==> src/rtl/fetch_if.sv <==
// Fetch-stage bundle: redirect input, instruction-memory request/response and
// the {pc, instr} stream toward decode. master = fetch_unit side.
interface fetch_if;
    logic        flush;
    logic [31:0] jump_addr;

    logic        imem_req_valid;
    logic        imem_req_ready;
    logic [31:0] imem_req_addr;
    logic        imem_rsp_valid;
    logic [31:0] imem_rsp_data;

    logic        if_valid;
    logic        if_ready;
    logic [31:0] if_instr;
    logic [31:0] if_pc;

    modport master (
        input  flush, jump_addr,
        input  imem_req_ready, imem_rsp_valid, imem_rsp_data,
        input  if_ready,
        output imem_req_valid, imem_req_addr,
        output if_valid, if_instr, if_pc
    );

    modport slave (
        output flush, jump_addr,
        output imem_req_ready, imem_rsp_valid, imem_rsp_data,
        output if_ready,
        input  imem_req_valid, imem_req_addr,
        input  if_valid, if_instr, if_pc
    );
endinterface

==> src/rtl/fetch_unit.sv <==
// Instruction fetch stage: issues in-order imem requests under a credit limit,
// buffers responses as {pc, instr}, and discards stale responses after a redirect.
module fetch_unit #(
    parameter logic [31:0] RESET_PC = 32'h0000_0000,
    parameter int          DEPTH    = 4
) (
    input  logic    clk,
    input  logic    rst,
    fetch_if.master bus
);
    localparam int          PW      = (DEPTH > 1) ? $clog2(DEPTH) : 1;
    localparam int          CW      = $clog2(DEPTH + 1);
    localparam logic [CW:0] DEPTH_C = (CW + 1)'(DEPTH);
    localparam logic [31:0] NOP     = 32'h0000_0013;

    logic [31:0]   fetch_pc;
    logic [31:0]   rsp_pc;
    logic [CW-1:0] inflight;
    logic [CW-1:0] drop;
    logic [CW-1:0] count;
    logic [PW-1:0] rd_ptr;
    logic [PW-1:0] wr_ptr;
    logic [31:0]   pc_mem    [DEPTH];
    logic [31:0]   instr_mem [DEPTH];

    logic credit_ok;
    logic req_fire;
    logic pop;
    logic push;
    logic dropping;

    // Credit counts every outstanding request, including ones already marked
    // for dropping, so an accepted response can never find the buffer full.
    always_comb begin
        credit_ok          = ({1'b0, inflight} + {1'b0, count}) < DEPTH_C;
        bus.imem_req_valid = !rst && !bus.flush && credit_ok;
        bus.imem_req_addr  = rst ? RESET_PC : fetch_pc;
        req_fire           = bus.imem_req_valid && bus.imem_req_ready;

        bus.if_valid       = !rst && !bus.flush && (count != '0);
        bus.if_instr       = bus.if_valid ? instr_mem[rd_ptr] : NOP;
        bus.if_pc          = bus.if_valid ? pc_mem[rd_ptr]    : 32'h0;
        pop                = bus.if_valid && bus.if_ready;

        dropping           = (drop != '0);
        push               = bus.imem_rsp_valid && !bus.flush && !dropping;
    end

    always_ff @(posedge clk) begin
        if (rst) begin
            fetch_pc <= RESET_PC;
            rsp_pc   <= RESET_PC;
            inflight <= '0;
            drop     <= '0;
            count    <= '0;
            rd_ptr   <= '0;
            wr_ptr   <= '0;
        end else if (bus.flush) begin
            // No request issues in a flush cycle, so inflight only loses a
            // coincident response; everything still outstanding becomes stale.
            fetch_pc <= bus.jump_addr;
            rsp_pc   <= bus.jump_addr;
            inflight <= inflight - CW'(bus.imem_rsp_valid);
            drop     <= inflight - CW'(bus.imem_rsp_valid);
            count    <= '0;
            rd_ptr   <= '0;
            wr_ptr   <= '0;
        end else begin
            if (req_fire) begin
                fetch_pc <= fetch_pc + 32'd4;
            end
            inflight <= inflight + CW'(req_fire) - CW'(bus.imem_rsp_valid);
            if (bus.imem_rsp_valid && dropping) begin
                drop <= drop - 1'b1;
            end
            if (push) begin
                rsp_pc <= rsp_pc + 32'd4;
                wr_ptr <= wr_ptr + 1'b1;
            end
            if (pop) begin
                rd_ptr <= rd_ptr + 1'b1;
            end
            count <= count + CW'(push) - CW'(pop);
        end
    end

    always_ff @(posedge clk) begin
        if (!rst && push) begin
            pc_mem[wr_ptr]    <= rsp_pc;
            instr_mem[wr_ptr] <= bus.imem_rsp_data;
        end
    end

    a_no_overflow: assert property (@(posedge clk) disable iff (rst)
        !(push && (count == CW'(DEPTH))));
    a_no_orphan_rsp: assert property (@(posedge clk) disable iff (rst)
        !(bus.imem_rsp_valid && (inflight == '0)));
    a_inflight_bound: assert property (@(posedge clk) disable iff (rst)
        ({1'b0, inflight} + {1'b0, count}) <= DEPTH_C);
endmodule

==> src/flat_wrapper.sv <==
// flat-port wrapper written by rule: the top's interface ports become plain ports
module fetch_unit_flat 
#(
    parameter logic [31:0] RESET_PC = 32'h0000_0000,
    parameter int          DEPTH    = 4
)
  (clk, rst, bus_flush, bus_jump_addr, bus_imem_req_ready, bus_imem_rsp_valid, bus_imem_rsp_data, bus_if_ready, bus_imem_req_valid, bus_imem_req_addr, bus_if_valid, bus_if_instr, bus_if_pc);
  fetch_if bus_i ();
  input  logic clk;
  input  logic rst;
  input wire logic [$bits(bus_i.flush)-1:0] bus_flush;
  input wire logic [$bits(bus_i.jump_addr)-1:0] bus_jump_addr;
  input wire logic [$bits(bus_i.imem_req_ready)-1:0] bus_imem_req_ready;
  input wire logic [$bits(bus_i.imem_rsp_valid)-1:0] bus_imem_rsp_valid;
  input wire logic [$bits(bus_i.imem_rsp_data)-1:0] bus_imem_rsp_data;
  input wire logic [$bits(bus_i.if_ready)-1:0] bus_if_ready;
  output wire logic [$bits(bus_i.imem_req_valid)-1:0] bus_imem_req_valid;
  output wire logic [$bits(bus_i.imem_req_addr)-1:0] bus_imem_req_addr;
  output wire logic [$bits(bus_i.if_valid)-1:0] bus_if_valid;
  output wire logic [$bits(bus_i.if_instr)-1:0] bus_if_instr;
  output wire logic [$bits(bus_i.if_pc)-1:0] bus_if_pc;
  assign bus_i.flush = bus_flush;
  assign bus_i.jump_addr = bus_jump_addr;
  assign bus_i.imem_req_ready = bus_imem_req_ready;
  assign bus_i.imem_rsp_valid = bus_imem_rsp_valid;
  assign bus_i.imem_rsp_data = bus_imem_rsp_data;
  assign bus_i.if_ready = bus_if_ready;
  assign bus_imem_req_valid = bus_i.imem_req_valid;
  assign bus_imem_req_addr = bus_i.imem_req_addr;
  assign bus_if_valid = bus_i.if_valid;
  assign bus_if_instr = bus_i.if_instr;
  assign bus_if_pc = bus_i.if_pc;
  fetch_unit #(.RESET_PC(RESET_PC), .DEPTH(DEPTH)) u_core (.clk(clk), .rst(rst), .bus(bus_i));
endmodule
==> config.mk <==
export PLATFORM = sky130hd
export DESIGN_NAME = fetch_unit_flat
export DESIGN_NICKNAME = d
export VERILOG_FILES = /design/src/rtl/fetch_if.sv /design/src/rtl/fetch_unit.sv /design/src/flat_wrapper.sv
export SDC_FILE = /design/constraint.sdc
export NUM_CORES = 1
export LEC_CHECK = 0
export ABC_AREA = 1
export CORE_MARGIN = 3
export CORE_UTILIZATION = 40
export DETAILED_ROUTE_END_ITERATION = 8
export RECOVER_POWER = 100
export SETUP_SLACK_MARGIN = 0.5
export SYNTH_ARGS = -nofsm -noshare
export SYNTH_HDL_FRONTEND = slang
export SYNTH_SLANG_ARGS = --single-unit
==> constraint.sdc <==
create_clock -name clk -period 5.2 [get_ports clk]
set_input_delay 0.52 -clock clk [delete_from_list [all_inputs] [get_ports clk]]
set_output_delay 0.52 -clock clk [all_outputs]
set_load 0.1 [all_outputs]
==> run summary <==
Status - finished, violations left
Violated checks - max-capacitance violations, max-slew violations
Sequential fraction of the synthesis area - 0.615
Synthesized cell area - 15100 µm²
Mean routed wirelength per cell - 17.8 µm
Synthesized Nets - 1688
WP data required - 4680 ps
Cell count after placement - 2211
Yosys top cell by area - edfxtp_1
Core footprint - 36900 µm²
Dpl ws - 1550 ps
Final Slew Violations - 229
Synth unique cells - 39
Via/cell ratio - 5.08
CTS Buf Count - 38
Synth top area share - 0.510
Largest net degree at the start of global routing - 101
Worst-Skew Late Latency - 530 ps
Startpoint Class - input port
Initial Utilization - 0.409
Root Buffer Master - clkbuf_16
Vias in the first global route - 11269
DRC viols - 0
Nets@finish - 1835
RSZ-0062 raised after global routing - false
Worst-case clock buffer depth - 3
Clock Sinks - 335
Non-filler cells, final - 2282
Final setup viols - 0
Number of synthesis warnings - 0
Worst path cell trace - dlygate4sd3_1, nor2_8, inv_1, a21oi_1, inv_2, a21oi_1, clkbuf_2
I/O pin total - 168
Post-detail-place hpwl - 26300 µm
Starting DRC count in detailed routing - 893
Port buffer count - 167
Drt pass-1 iters - 5
DIE AREA - 40100 µm²
Mapped Cells - 1600
Synth top area cells - edfxtp_1 51%, dfxtp_1 10%, nor2_1 9.2%
#FFs+latches synth - 335
CTS H-tree lvls - 2
Hold buffer count at CTS - 0
Crit path kind - input port to output port
Storage cell area - 9270 µm²
Worst Hold Class - input port to register
Commonest cells after routing, fill and taps aside - 366 x nor2_1, 256 x edfxtp_1, 212 x nand2_1, 185 x o21ai_0, 132 x inv_1
Maximum cell stage delay along the critical path - 660 ps
Placement row count - 70
Setup TNS - 0 ps
WHS - 392 ps
First-pass GRT wire length - 63500 µm
Area Overhead vs Synth - 23.0%
Clock transition at the registers of the reported paths - 60 ps
Chip Width - 200 µm
Relative slew slack - -0.304
Setup WS post-layout - 899 ps
Global route total overflow - 0
Total power - 0.00608 W
Worst path arrival time - 3780 ps
Slowest cell on crit path - a21oi_1
Worst vdd ir - 0.000193 V
RePlAce Congestion - 0.931
Cell Pwr Density - 328 nW/µm²
Die height - 200 µm
Endpoints failing hold - 0
Maximum Capacitance Violations - 4
Worst Max-Slew Pin Slew - 1960 ps
Setup bufs post-CTS - 0
Fillers - 3385
Total track usage - 0.197
Cell with the most instances on the worst path - a21oi_1
Max FO, Critical Path - 61
Layout cells sized above 1 - 0.0861
Worst Skew - 13.0 ps
Routed Wire Length - 40600 µm
Most common cell after layout, fill and taps aside - nor2_1
Leakage - 6.86 nW
TritonCTS clock tree - done
Crit share post-route - 0.827
Avg Inst Size Synth - 9.43 µm²
Initial antenna violation count - 0
Post-route ant nets - 0
Multi-input logic area - 4990 µm²
Maximum clock rate - 233 MHz
Cts repair resizes - 0
Vias - 11587
Final min period - 4300 ps
Endpoint type of the worst setup path - output port
## critical path: cells and delay by family
family          cells  cell delay (ps)
simple gates        1              310
compound gates      2              950
buf+inv             4             1970
## per-layer routing
| metal | global-route usage | vias to the layer above | wire length [µm] |
|---|---|---|---|
| li1 | - | 5699 | - |
| met2 | 0.316 | 373 | 18500 |
| met4 | 0.0559 | 0 | 915 |
| met3 | 0.0293 | 56 | 2430 |
| met5 | 0 | - | 0 |
| met1 | 0.281 | 5459 | 18700 |
## cell usage after synthesis, drive strengths merged
master / number
o311ai: 3
inv: 136
o21a: 2
nand4: 17
nor4: 1
o21ai: 187
fa: 2
edfxtp: 256
buf: 25
xor2: 17
nand3: 59
nor2: 375
a22o: 2
o32ai: 2
xnor2: 4
ha: 16
a21oi: 113
clkbuf: 46
nand2: 214
dfxtp: 79
o22ai: 5
or2: 1
nor3: 25
o211ai: 3
a31oi: 10
## power breakdown
group,total (W),leakage [nW],switching [W],internal (W)
Clock,0.00257,0.594,0.00104,0.00153
Sequential,0.00302,3.00,0.0000696,0.00295
Combinational,0.000486,3.27,0.000341,0.000145
## layout make-up
type                       count  area share
tap                          504      0.0340
antenna                        1    0.000135
sequential                   335       0.500
timing repair buffer         178       0.104
clock buffer                  53      0.0570
clock inverter                17     0.00850
multi-input combinational   1058       0.269
inverter                     136      0.0275
## registers in the layout, summed over array words and instances (netlist names), named ones only
register,flops
u_core.instr_mem,128
u_core.pc_mem,128
u_core.fetch_pc,32
u_core.rsp_pc,32
u_core.count,3
u_core.drop,3
u_core.inflight,3
u_core.rd_ptr,2
u_core.wr_ptr,2
## through the flow
step,util,instance area [µm²]
6_report,0.503,18600
5_1_grt,0.503,18600
4_1_cts,0.505,18600
3_5_place_dp,0.472,17400
3_3_place_gp,0.472,17400
2_1_floorplan,-,15100
## cell families (layout without fill, tap and decap cells)
logic type,after synthesis,after routing,synth area share
DFF,335,335,0.615
and+or+nand+nor,692,692,0.189
other,0,1,0
buffers and inverters,207,384,0.0549
xor gates and xnor gates,21,21,0.0122
AOI/OAI and AO/OA,327,327,0.113
adders and majority gates,18,18,0.0159
## worst paths after layout
| kind | start | end | slack [ps] | cells after the start |
|---|---|---|---|---|
| worst max-delay path | bus_flush | bus_if_instr[29] | 900 | 7 |
| worst min register to register | u_core.fetch_pc[0] | u_core.fetch_pc[0] | 490 | 2 |
| worst min-delay path | rst | u_core.wr_ptr[0] | 390 | 4 |
| worst max register to register | u_core.drop[0] | u_core.pc_mem[3][26] | 1480 | 7 |
Note: power is estimated with default switching activity, not from simulation.
